===== src/rtl/cordic_sqrt_sched.sv =====
// cordic_sqrt_sched: round-robin scheduler sharing one CORDIC magnitude/phase engine among N_CH requesters,
// with a registered engine interface and a watchdog that aborts hung jobs.
module cordic_sqrt_sched #(
  parameter int N_CH        = 4,
  parameter int DW          = 13,
  parameter int OW          = 10,
  parameter int TIMEOUT_CYC = 255,
  localparam int IW = $clog2(N_CH),
  localparam int CW = $clog2(TIMEOUT_CYC + 1)
) (
  input  logic              CLK,
  input  logic              RST_N,
  input  logic              sched_en,
  input  logic [N_CH-1:0]   req,
  input  logic [N_CH*DW-1:0] x_bus,
  input  logic [N_CH*DW-1:0] y_bus,
  input  logic [N_CH*OW-1:0] off_bus,
  output logic              busy,
  output logic              res_valid,
  output logic [IW-1:0]     res_id,
  output logic [DW-1:0]     res_mag,
  output logic [DW-1:0]     res_phase,
  output logic              res_err,
  output logic              eng_enable,
  output logic [DW-1:0]     eng_x,
  output logic [DW-1:0]     eng_y,
  output logic [OW-1:0]     eng_offset,
  input  logic [DW-1:0]     eng_fout,
  input  logic [DW-1:0]     eng_pout,
  input  logic              eng_done
);
  typedef enum logic [1:0] {IDLE, LOAD, RUN, DONE} state_t;
  state_t state_q, state_d;
  logic [IW-1:0] ptr_q, ptr_d, gnt_q, gnt_d, id_q, id_d, pick, cand;
  logic [DW-1:0] x_q, x_d, y_q, y_d, mag_q, mag_d, ph_q, ph_d;
  logic [OW-1:0] off_q, off_d;
  logic [CW-1:0] wd_q, wd_d;
  logic err_q, err_d, en_q, valid_q, busy_q, hit;
  // Rotating priority: the channel after the last grant is scanned first.
  always_comb begin
    hit = 1'b0;
    pick = ptr_q;
    cand = '0;
    for (int k = 1; k <= N_CH; k++) begin
      cand = IW'((int'(ptr_q) + k) % N_CH);
      if (!hit && req[cand]) begin
        hit = 1'b1;
        pick = cand;
      end
    end
  end
  always_comb begin
    state_d = state_q;
    ptr_d = ptr_q;
    gnt_d = gnt_q;
    id_d = id_q;
    x_d = x_q;
    y_d = y_q;
    off_d = off_q;
    wd_d = wd_q;
    mag_d = mag_q;
    ph_d = ph_q;
    err_d = err_q;
    case (state_q)
      IDLE: if (sched_en && hit) begin
        state_d = LOAD;
        gnt_d = pick;
        ptr_d = pick;
        x_d = x_bus[pick*DW +: DW];
        y_d = y_bus[pick*DW +: DW];
        off_d = off_bus[pick*OW +: OW];
      end
      LOAD: begin
        wd_d = '0;
        state_d = RUN;
      end
      RUN: begin
        wd_d = wd_q + CW'(1);
        if (eng_done) begin
          mag_d = eng_fout;
          ph_d = eng_pout;
          err_d = 1'b0;
          id_d = gnt_q;
          state_d = DONE;
        end else if (wd_q == CW'(TIMEOUT_CYC - 1)) begin
          mag_d = '0;
          ph_d = '0;
          err_d = 1'b1;
          id_d = gnt_q;
          state_d = DONE;
        end
      end
      default: state_d = IDLE;
    endcase
  end
  always_ff @(posedge CLK) begin
    if (!RST_N) begin
      state_q <= IDLE;
      ptr_q <= IW'(N_CH - 1);
      gnt_q <= '0;
      id_q <= '0;
      x_q <= '0;
      y_q <= '0;
      off_q <= '0;
      wd_q <= '0;
      mag_q <= '0;
      ph_q <= '0;
      err_q <= 1'b0;
      en_q <= 1'b0;
      valid_q <= 1'b0;
      busy_q <= 1'b0;
    end else begin
      state_q <= state_d;
      ptr_q <= ptr_d;
      gnt_q <= gnt_d;
      id_q <= id_d;
      x_q <= x_d;
      y_q <= y_d;
      off_q <= off_d;
      wd_q <= wd_d;
      mag_q <= mag_d;
      ph_q <= ph_d;
      err_q <= err_d;
      en_q <= state_d == RUN;
      valid_q <= state_d == DONE;
      busy_q <= state_d != IDLE;
    end
  end
  assign busy = busy_q;
  assign res_valid = valid_q;
  assign res_id = id_q;
  assign res_mag = mag_q;
  assign res_phase = ph_q;
  assign res_err = err_q;
  assign eng_enable = en_q;
  assign eng_x = x_q;
  assign eng_y = y_q;
  assign eng_offset = off_q;
endmodule

===== config.mk =====
export PLATFORM = sky130hd
export DESIGN_NAME = cordic_sqrt_sched
export DESIGN_NICKNAME = d
export VERILOG_FILES = /design/src/rtl/cordic_sqrt_sched.sv
export SDC_FILE = /design/constraint.sdc
export NUM_CORES = 1
export LEC_CHECK = 0
export ABC_AREA = 1
export ABC_CLOCK_PERIOD_IN_PS = 2200
export CORE_ASPECT_RATIO = 0.5
export CORE_MARGIN = 2
export CORE_UTILIZATION = 41
export CTS_CLUSTER_DIAMETER = 50
export CTS_CLUSTER_SIZE = 20
export DETAILED_ROUTE_END_ITERATION = 8
export GPL_ROUTABILITY_DRIVEN = 0
export GPL_TIMING_DRIVEN = 0
export PLACE_DENSITY = 0.83
export SLEW_MARGIN = 20
export SYNTH_ARGS = -nofsm -noshare
export SYNTH_HDL_FRONTEND = slang
export SYNTH_SLANG_ARGS = --single-unit

===== constraint.sdc =====
create_clock -name CLK -period 2.2 [get_ports CLK]
set_input_delay 0.44 -clock CLK [delete_from_list [all_inputs] [get_ports CLK]]
set_output_delay 0.44 -clock CLK [all_outputs]
set_load 0.05 [all_outputs]

# Word level (Yosys, flattened, before mapping)
# Index checks and enable logic that the tools add are counted.
# W data, S select, Z words.
[word_totals]
input_bits = 178
reg_bits = 82
elab_cells = 74
[classes]
n_mul = 2
shifts = 3
reduce_logical = 13
mux = 28
eq_ne = 5
order_cmp = 4
addsub = 5
[ops]
columns = ["operator", "count"]
rows = [
  ["$shiftx A52 B7 Y13", 2],
  ["$shiftx A40 B7 Y10", 1],
  ["$mux W13", 3],
  ["$mux W2", 9],
  ["$pmux W8 S2", 1],
  ["$lt A2 B3 Y1 const B", 4],
  ["$mux W1", 10],
  ["$add A8 B1 Y8 const B", 1],
  ["$bmux W1 S2", 4],
  ["$eq A8 B8 Y1 const B", 1],
  ["$eq A2 B2 Y1 const B", 3],
  ["$mul A2 B4 Y6 const B", 1],
  ["$pmux W2 S3", 1],
  ["$reduce_bool A2 Y1", 3],
  ["$mul A2 B3 Y5 const B", 1],
  ["$add A2 B1 Y2 const B", 2],
  ["$add A2 B2 Y2 const B", 2],
  ["$logic_and A1 B1 Y1", 4],
  ["$reduce_and A2 Y1", 2],
  ["$logic_not A1 Y1", 3],
  ["$eq A2 B1 Y1 const B", 1],
  ["$logic_not A2 Y1", 1],
]

# Logic depth before layout (Yosys ltp)
# Gate-level depths: netlist (run 1).
[logic_depth]
ltp_word = 17
mapped_depth = 15
mapped_depth_nobuf = 14

# Worst setup path before layout (run 1)
# OpenSTA, ideal clock, no wires.
[synth_path]
path_kind = "reg2reg"
startpoint = "register state_q[0]"
endpoint = "register id_q[0], in the netlist res_id[0]"
setup_ps = 70
period_less_slack_ps = 1699
required_ps = 2130
stages_incl_launch_ff = 12
slack_ps = 501
arrival_time_ps = 1628
path_cell_list = "dfxtp_1 inv_1 ha_1 nand2_1 nor2_1 nand4_1 nand2_1 inv_1 clkbuf_1 clkbuf_1 nand2_1 a21oi_1"
[synth_via]
elab_chain_cells = 2
[synth_lines]
columns = ["element", "line_no", "source"]
rows = [
  ["start: declaration", "33", "state_t state_q, state_d;"],
  ["start signal: assignment", "113", "state_q <= state_d;"],
  ["$eq A2 B2 Y1", "64", "case (state_q)"],
  ["$reduce_and A2 Y1 (no source line)", "n/a", ""],
  ["end signal: assignment", "116", "id_q <= id_d;"],
  ["end: declaration", "34", "logic [IW-1:0] ptr_q, ptr_d, gnt_q, gnt_d, id_q, id_d, pick, cand;"],
]
# No other way between the ends.
# A chain may end at the register's enable or synchronous reset.

# Worst setup path after layout (run 1)
[layout_path]
startpoint = "input req[0]"
endpoint = "register off_q[6], in the netlist eng_offset[6]"
[layout_via]
elab_chain_cells = 14
word_cells_on_any_way = 26
cone_classes = "1 x mul; 1 x shift; 16 x mux; 8 x reduce/logical"
[layout_lines]
columns = ["element", "line_no", "source"]
rows = [
  ["start: declaration", "14", "input logic [N_CH-1:0] req,"],
  ["$bmux W1 S2", "46", "if (!hit && req[cand]) begin"],
  ["$mux W1 (not written as such)", "46", ""],
  ["$mux W1", "46", ""],
  ["$logic_not A1 Y1", "46", ""],
  ["$logic_and A1 B1 Y1", "46", ""],
  ["$mux W1", "46", ""],
  ["$logic_not A1 Y1", "46", ""],
  ["$logic_and A1 B1 Y1", "46", ""],
  ["$mux W1", "46", ""],
  ["$logic_not A1 Y1", "46", ""],
  ["$logic_and A1 B1 Y1", "46", ""],
  ["$mux W2 or $mux W1 (tied branches)", "46", ""],
  ["$mul A2 B3 Y5 or $logic_and A1 B1 Y1 (tied branches)", "71, 65", ""],
  ["$shiftx A40 B7 Y10 or $reduce_and A2 Y1 (tied branches)", "n/a", ""],
  ["end signal: assignment", "104", "off_q <= '0;"],
  ["end signal: assignment", "119", "off_q <= off_d;"],
  ["end: declaration", "36", "logic [OW-1:0] off_q, off_d;"],
]
# Several ways; a longest one is shown, not always the timed one. The select of a mux whose other input is x is not followed.

==> results.toml, run 1 <==
[cts]
cts_tree = "yes"
cts_buffers = 9
clk_pin_slew_ps = 60
cts.htree.levels = 3
clock_sinks = 82
clk_path_buf_depth = 2
holdBufCountCts = 0
ctsRootBufferMaster = "clkbuf_16"
clock_latency_ps = 350

[global_route]
grt_usage_pct = 26.5
first_global_vias = 5440
grt_pass1_wl_um = 26700
grt_max_degree = 16
antenna_found_initial = 0
grt-ovfl-total = 0

[setup_path]
rr_worst_depth = 12
crit_path_end_kind = "register"
path_cells = "clkdlybuf4s50_1 -> nand2_1 -> nand2_2 -> nand2_1 -> nand2_2 -> nand3_1 -> nand2_2 -> clkbuf_4 -> nand3_1 -> nand3_1 -> nand3_1 -> a21oi_1"
worstSetupStartpoint = "req[0]"
cp_slowest_stage_delay_ps = 500
r2r-start = "ptr_q[0]"
cp.arrival_ps = 2410
startpoint_type = "input port"
cp.required_ps = 2470
crit_slowest_cell = "clkdlybuf4s50_1"
crit_fanout = 10
cp_common_cell = "nand3_1"
critPathKind = "input port to register"

[worst_hold_path]
min-delay-start = "RST_N"
hold_path_class = "input port to register"
whs_path_depth = 2

[finish]
areaGrowthSynthToFinish_pct = 63.5
final_common_cell = "clkdlybuf4s50_1"
final_cell_count_no_fill = 1183
final_cell_mix = "243 x clkdlybuf4s50_1, 218 x nand2_1, 178 x nand3_1"
drive_gt1_share_pct = 8.55
final_core_util_pct = 68.0
diodes = 0
fill_cells = 1032
final_nets = 1196

[synth]
ys_seq_area_share_pct = 33.7
synth_xor_area_share_pct = 0
ys_types = 29
synth_area_per_cell_um2 = 6.45
synth_top_family_by_area = "simple AND/OR/NAND/NOR gates"
syn_area_um2 = 4870
yosysWarningCount = 0
synthCells = 755
synth_compound_area_share_pct = 9.12
synthAdderAreaFrac_pct = 1.28
synth.ff_latch_count = 82
muxShareOfSynthArea_pct = 0
synth_fp_nets = 938
synth-simple-area-share_pct = 45.4

[power_and_ir_drop]
p_leak_nw = 3.34
p_per_area_nw_per_um2 = 1710
power_mw = 13.6
ir_drop_mv = 0.917

[timing]
tightest_slew_ps = 571
relSlewSlack_pct = 61.8
fmax_ghz = 0.468
timing.setup.tns_ps = 0
fin_skew_ps = 6.35
period_needed_ps = 2140
whs_ps = 449
setup_viol = 0
fin_crit_sh_pct = 97.1
finalMaxSlewViolations = 0
rsz0062_at_grt = "true"
hold_violations = 0

[floorplanning]
die_w_um = 158
ios = 246
die-area_um2 = 12800
core_area_um2 = 11700
num_rows = 28
dieHeight_um = 81.1
start_util_pct = 41.6

[status]
status = "completed"

[detailed_routing]
drc = 0
drtAntennaViolNets = 0
wl_um = 18100
wl_per_cell_um = 15.3
viasPerCell = 5.24
dr.pass1.iters = 5
drt_iter0_drc = 650
num_vias = 6195

[place]
io_buffers = 243
dp.cells = 1163
dp_hpwl_um = 13600

[flow_run]
max_cap_viol_count = 0
## logic make-up (layout without fill, tap and decap cells)
kind of cell | after synthesis | in the layout
AND/OR/NAND/NOR | 468 | 469
buffers and inverters | 114 | 376
AO/OA/AOI/OAI | 86 | 86
flip-flops | 82 | 82
adder cells (fa/ha/maj) | 5 | 5
## per-layer routing
layer / vias up / track usage [%] / share of wire, %
met2: 266 / 46.5 / 49
met1: 2874 / 33.2 / 42
li1: 3006 / - / -
met4: 0 / 8.47 / 2.8
met5: - / 0 / 0
met3: 49 / 5.23 / 6.4
## what timing repair did
action | 4_1_cts | 5_1_grt
hold endpoints to repair | 0 | 0
resized for setup | 0 | 39
buffers inserted | 0 | 3
setup endpoints to repair | 0 | 53
## synth_stat cells
master | count | area, um^2
nand2_1 | 221 | 830
nand3_1 | 178 | 891
dfxtp_1 | 82 | 1640
a21oi_1 | 74 | 370
inv_1 | 54 | 203
nand3b_1 | 37 | 278
buf_2 | 24 | 120
clkbuf_1 | 17 | 63.8
nor2_1 | 10 | 37.5
nand2_2 | 9 | 56.3
o21ai_0 | 6 | 30.0
buf_1 | 5 | 18.8
buf_4 | 5 | 37.5
ha_1 | 5 | 62.6
nand2_4 | 5 | 56.3
buf_6 | 4 | 45.0
inv_2 | 3 | 11.3
nor3_1 | 3 | 15.0
inv_4 | 2 | 12.5
o211ai_1 | 2 | 15.0
a22oi_1 | 1 | 7.51
a31oi_1 | 1 | 6.26
nand3_2 | 1 | 10.0
nand3_4 | 1 | 17.5
nand4_1 | 1 | 6.26
nor2_2 | 1 | 6.26
nor4_1 | 1 | 6.26
o211a_1 | 1 | 10.0
o21ai_1 | 1 | 5.00
## worst max-delay path: cells and delay by family
family / cells / cell delay, ps
simple gates: 9 / 1050
compound gates: 1 / 150
buf+inv: 2 / 750
## state kept, by name (all words and copies together), names as in the netlist
| name | cells |
|---|---|
| eng_y | 13 |
| eng_enable | 1 |
| eng_offset | 10 |
| res_valid | 1 |
| res_mag | 13 |
| eng_x | 13 |
| res_err | 1 |
| ptr_q | 2 |
| res_id | 2 |
| res_phase | 13 |
| wd_q | 8 |
| state_q | 2 |
| gnt_q | 2 |
| busy | 1 |
## power breakdown
part | switching, mW | leakage [nW] | internal [mW] | total [mW]
sequential | 0.278 | 0.669 | 1.99 | 2.27
combinational | 6.27 | 2.51 | 3.39 | 9.66
clock | 0.654 | 0.162 | 1.04 | 1.70
total | 7.20 | 3.34 | 6.42 | 13.6
## cell type report
class                           count  area [um^2]  area share [%]
Clock buffer                       10          239            3.00
Buffer                             55          330            4.15
Clock inverter                      6         96.3            1.21
Sequential cell                    82         1640            20.6
Timing Repair Buffer              246         2450            30.8
Tap cell                          165          206            2.59
Inverter                           59          229            2.88
Multi-Input combinational cell    560         2760            34.7
## path summary, 6_finish.rpt
check	end	slack, ps
worst max-delay path	eng_offset[6]	60
worst min-delay path	ptr_q[0]	450
worst max register to register	eng_offset[6]	110
worst min register to register	res_mag[0]	460
## metrics by stage
stage / setup slack (ps) / area (um^2)
2_1_floorplan: 501 / 4870
3_3_place_gp: -308 / 7510
3_5_place_dp: -316 / 7510
4_1_cts: 11.2 / 7840
5_1_grt: -25.2 / 7960
6_report: 64.7 / 7960
Power figures use the tool's default switching activity.
==> run 2, diff against run 1 <==
MAX_ROUTING_LAYER = met4   (was not set)
==> run 2 against run 1 <==
Net effect: wire length rose by 0.23%; sequential share of layout area about the same; fmax about the same; largest cell class unchanged; critical path type unchanged; clock-buffer cell count did not move; largest power group unchanged; highest routed layer unchanged.
==> results.toml, run 2 (synthesized netlist as in run 1, its figures left out) <==
[cts]
cts_buffers = 9
holdBufCountCts = 0
cts.htree.levels = 3
clock_sinks = 82
ctsRootBufferMaster = "clkbuf_16"
clk_path_buf_depth = 2
cts_tree = "yes"
clk_pin_slew_ps = 70
clock_latency_ps = 340

[setup_path]
crit_fanout = 10
cp.arrival_ps = 2400
rr_worst_depth = 13
cp_common_cell = "nand3_1"
cp_slowest_stage_delay_ps = 440
r2r-start = "ptr_q[1]"
r2r-end = "eng_offset[6]"
critPathKind = "input port to register"
crit_path_end_kind = "register"
r2r_slack_ps = 110
startpoint_type = "input port"
cp.required_ps = 2470
crit_slowest_cell = "clkdlybuf4s50_1"
path_cells = "clkdlybuf4s50_1 -> nand2_1 -> nand2_2 -> nand2_2 -> nand2_4 -> inv_4 -> nand3_1 -> nand2_2 -> clkbuf_4 -> nand3_1 -> nand3_1 -> nand3_1 -> a21oi_1"

[global_route]
antenna_found_initial = 0
first_global_vias = 5456
grt_usage_pct = 27.3
grt_pass1_wl_um = 26700
grt-ovfl-total = 0
grt_max_degree = 16

[timing]
finalMaxSlewViolations = 0
fin_ws_ps = 64.2
fin_skew_ps = 4.81
fmax_ghz = 0.468
relSlewSlack_pct = 60.7
whs_ps = 459
tightest_slew_ps = 588
hold_violations = 0
setup_viol = 0
period_needed_ps = 2140
fin_crit_sh_pct = 97.1

[detailed_routing]
wl_per_cell_um = 15.3
dr.pass1.iters = 5
num_vias = 6188
viasPerCell = 5.23
wl_um = 18100
drtAntennaViolNets = 0
drc = 0
drt_iter0_drc = 598

[floorplanning]
die-area_um2 = 12800
num_rows = 28
die_w_um = 158
start_util_pct = 41.6
dieHeight_um = 81.1
core_area_um2 = 11700
ios = 246

[place]
io_buffers = 243
dp.cells = 1163
pre_cts_slack_ps = -316
dpl-instance-area_um2 = 7510
dp_hpwl_um = 13600

[finish]
final_common_cell = "clkdlybuf4s50_1"
final_cell_count_no_fill = 1183
final_cell_mix = "243 x clkdlybuf4s50_1, 218 x nand2_1, 178 x nand3_1"
fin_area_um2 = 7970
drive_gt1_share_pct = 8.55
diodes = 0
fill_cells = 1032
final_nets = 1196
areaGrowthSynthToFinish_pct = 63.6

[flow_run]
max_cap_viol_count = 0

[power_and_ir_drop]
ir_drop_mv = 0.911
power_mw = 13.6
p_per_area_nw_per_um2 = 1710
p_leak_nw = 3.34

[worst_hold_path]
hold_end = "res_mag[0]"
whs_path_depth = 2
min-delay-start = "res_mag[0]"
hold_path_class = "register to register"

[status]
status = "completed"
[run 2: what timing repair did]
action,in CTS,in global routing
setup endpoints to repair,0,53
resized for setup,0,41
setup buffers,0,3
[run 2: worst max path at each step]
stage / startpoint / endpoint / slack (ps) / cells past startpoint
CTS: state_q[0] / res_mag[9] / 10 / 11
finish: req[1] / eng_offset[6] / 60 / 13
detailed placement: req[1] / eng_y[1] / -320 / 14
global route: ptr_q[1] / eng_x[12] / -20 / 13
global placement: req[1] / eng_y[7] / -310 / 14
floorplan: state_q[0] / res_id[0] / 500 / 11
[run 2: area by class of cell]
| cell class | count | area (um^2) | share of cell area (%) |
|---|---|---|---|
| Sequential cell | 82 | 1640 | 20.6 |
| Timing Repair Buffer | 246 | 2450 | 30.8 |
| Tap cell | 165 | 206 | 2.59 |
| Clock buffer | 10 | 239 | 3.00 |
| Multi-Input combinational cell | 560 | 2770 | 34.7 |
| Clock inverter | 6 | 96.3 | 1.21 |
| Buffer | 55 | 330 | 4.15 |
| Inverter | 59 | 229 | 2.87 |
[run 2: stage by stage]
stage | setup TNS [ps] | util, %
2_1_floorplan | 0 | -
3_3_place_gp | -9150 | 64.2
3_5_place_dp | -9840 | 64.2
4_1_cts | 0 | 67.0
5_1_grt | -48.4 | 68.1
6_report | 0 | 68.1
[run 2: worst max-delay path: cells and delay by family]
kind | cells | cell delay [ps]
compound gates | 1 | 140
simple gates | 9 | 1020
buf+inv | 3 | 790
[run 2: layer usage]
layer	share of wire, %	vias to the layer above	GRT usage (%)
met5	0	-	-
met4	2.9	0	9.01
met3	6.7	45	4.38
met2	49	255	46.4
met1	41	2885	33.4
li1	-	3003	-
[run 2: where the power goes]
part           switching [mW]  leakage (nW)  internal (mW)
logic                    6.28          2.51           3.40
registers               0.278         0.669           1.99
clock network           0.642         0.162           1.04
==> run 3, diff against run 2 <==
ABC_CLOCK_PERIOD_IN_PS = 2100   (was 2200)
CTS_CLUSTER_DIAMETER = not set   (was 50)
clock period = 2.1 ns   (was 2.2 ns; I/O delays follow)
==> run 3 against run 2 <==
Net effect: critical path depth unchanged; register-to-register slack worse by 60 ps; worst setup slack got worse by 43 ps; first-iteration DRC count fell by 2.3%; via count increased by 1.7%; sequential share of layout area fell by 0.47 points; sequential power increased by 5%; clock-buffer cell count unchanged; die area unchanged; clock power grew 6%; hold slack worse by 31 ps; critical endpoint unchanged; highest routed layer unchanged.
==> results.toml, run 3 (synthesized netlist as in run 1, its figures left out) <==
[floorplanning]
dieHeight_um = 81.1
start_util_pct = 41.6
num_rows = 28
die-area_um2 = 12800
ios = 246
die_w_um = 158
core_area_um2 = 11700

[finish]
final_cell_count_no_fill = 1193
fin_area_um2 = 8150
final_nets = 1206
final_core_util_pct = 69.7
areaGrowthSynthToFinish_pct = 67.4
drive_gt1_share_pct = 9.73
diodes = 0
final_cell_mix = "242 x clkdlybuf4s50_1, 217 x nand2_1, 178 x nand3_1"
final_common_cell = "clkdlybuf4s50_1"

[global_route]
grt_pass1_wl_um = 26700
top_usage_layer = "met2"
grt_usage_pct = 27.3
grtUsageMet2_pct = 46.4
use_met1_pct = 33.4
grt_use_met3_pct = 4.38
grt-ovfl-total = 0
first_global_vias = 5456
antenna_found_initial = 0
grt_max_degree = 16

[detailed_routing]
drc = 0
dr.pass1.iters = 7
drt_iter0_drc = 584
wl_per_cell_um = 15.7
wl_um = 18700
drtAntennaViolNets = 0
viasPerCell = 5.28
num_vias = 6295

[power_and_ir_drop]
seqPwrFrac_pct = 15.7
clkPwrFrac_pct = 11.8
power_mw = 15.1
p_comb_share_pct = 72.5
ir_drop_mv = 0.957
internal_power_mw = 7.26
p_per_area_nw_per_um2 = 1850
swShare_pct = 51.9
p_switching_mw = 7.84
p_leak_nw = 3.43

[setup_path]
critPathKind = "input port to register"
path_cells = "clkdlybuf4s50_1 -> nand2_1 -> nand2_2 -> nand2_1 -> nand2_4 -> nand2_4 -> buf_4 -> nand3_4 -> buf_6 -> nand3_1 -> nand3_1 -> nand3_1 -> a21oi_1"
cp.arrival_ps = 2350
cp_slowest_stage_delay_ps = 500
critical_path.top_delay_family = "simple AND/OR/NAND/NOR gates"
crit_path_end_kind = "register"
cp.required_ps = 2370
startpoint_type = "input port"
cp_common_cell = "nand3_1"
crit_slowest_cell = "clkdlybuf4s50_1"
crit_buf_inv = 3
crit_fanout = 10

[timing]
whs_ps = 428
fmax_ghz = 0.481
relSlewSlack_pct = 62.0
timing.setup.tns_ps = 0
setup_viol = 0
fin_crit_sh_pct = 99.0
period_needed_ps = 2080
fin_skew_ps = 5.18
fin_ws_ps = 20.7
finalMaxSlewViolations = 0
tightest_slew_ps = 570
hold_violations = 0

[cts]
clock_latency_ps = 350
clk_path_buf_depth = 2
clk_pin_slew_ps = 60
cts.htree.levels = 3
cts_buffers = 9
clock_sinks = 82
holdBufCountCts = 0
cts_tree = "yes"
ctsRootBufferMaster = "clkbuf_16"

[worst_hold_path]
hold_path_class = "input port to register"

[place]
dpl-instance-area_um2 = 7510
dp.cells = 1163
io_buffers = 243
dp_hpwl_um = 13600
pre_cts_slack_ps = -396

[flow_run]
max_cap_viol_count = 0

[status]
status = "completed"
-- run 3: changes by cell type in the layout (fill, tap and decap cells not counted), sizes merged --
| cell | delta |
|---|---|
| clkdlybuf4s50 | -1 |
| clkbuf | -4 |
| nand2 | +1 |
| dlymetal6s2s | +1 |
| buf | +13 |
-- run 3: routing by layer --
metal | up-vias | share of wire, %
met5 | - | 0
met4 | 0 | 3.4
met3 | 61 | 6.3
met2 | 309 | 49
met1 | 2892 | 41
li1 | 3033 | -
-- run 3: cell type report --
cell class	instances	area (um^2)
plain buffers	55	400
clock buffers	10	239
clock inverters	6	96.3
fillers	988	3550
inverters	59	234
multi-input cells	561	2810
flip-flops and latches	82	1640
well taps	165	206
repair buffers	255	2520
-- run 3: worst register-to-register path: stages, from the launching register on --
cell and delay [ps]:
dfxtp_1 390, buf_6 150, nand2_1 100, nand2_2 110, nand2_1 100, nand2_4 110, nand2_4 90, buf_4 160
nand3_4 120, buf_6 160, nand3_1 80, nand3_1 130, nand3_1 130, a21oi_1 150
-- run 3: final timing paths --
kind	depth (start not counted)	to	slack (ps)	from
max reg2reg	13	eng_offset[6]	50	ptr_q[0]
min reg2reg	2	res_mag[0]	460	res_mag[0]
min	2	ptr_q[0]	430	RST_N
max	13	eng_offset[6]	20	req[0]
-- run 3: power groups by stage --
stage | logic, mW | registers [mW] | clock network [mW]
after floorplan | 5.18 | 3.94 | 0
after global placement | 9.37 | 2.36 | 0
after detailed placement | 9.54 | 2.38 | 0
after CTS | 9.61 | 2.36 | 1.78
after global routing | 11.7 | 2.43 | 1.85
final | 10.9 | 2.38 | 1.78
-- run 3: repair_timing --
item	in CTS	in global routing
cloned	0	2
hold endpoints to repair	0	0
pin swaps	0	5
resized for setup	4	79
endpoints found under the setup margin	30	54
buffers inserted	0	12
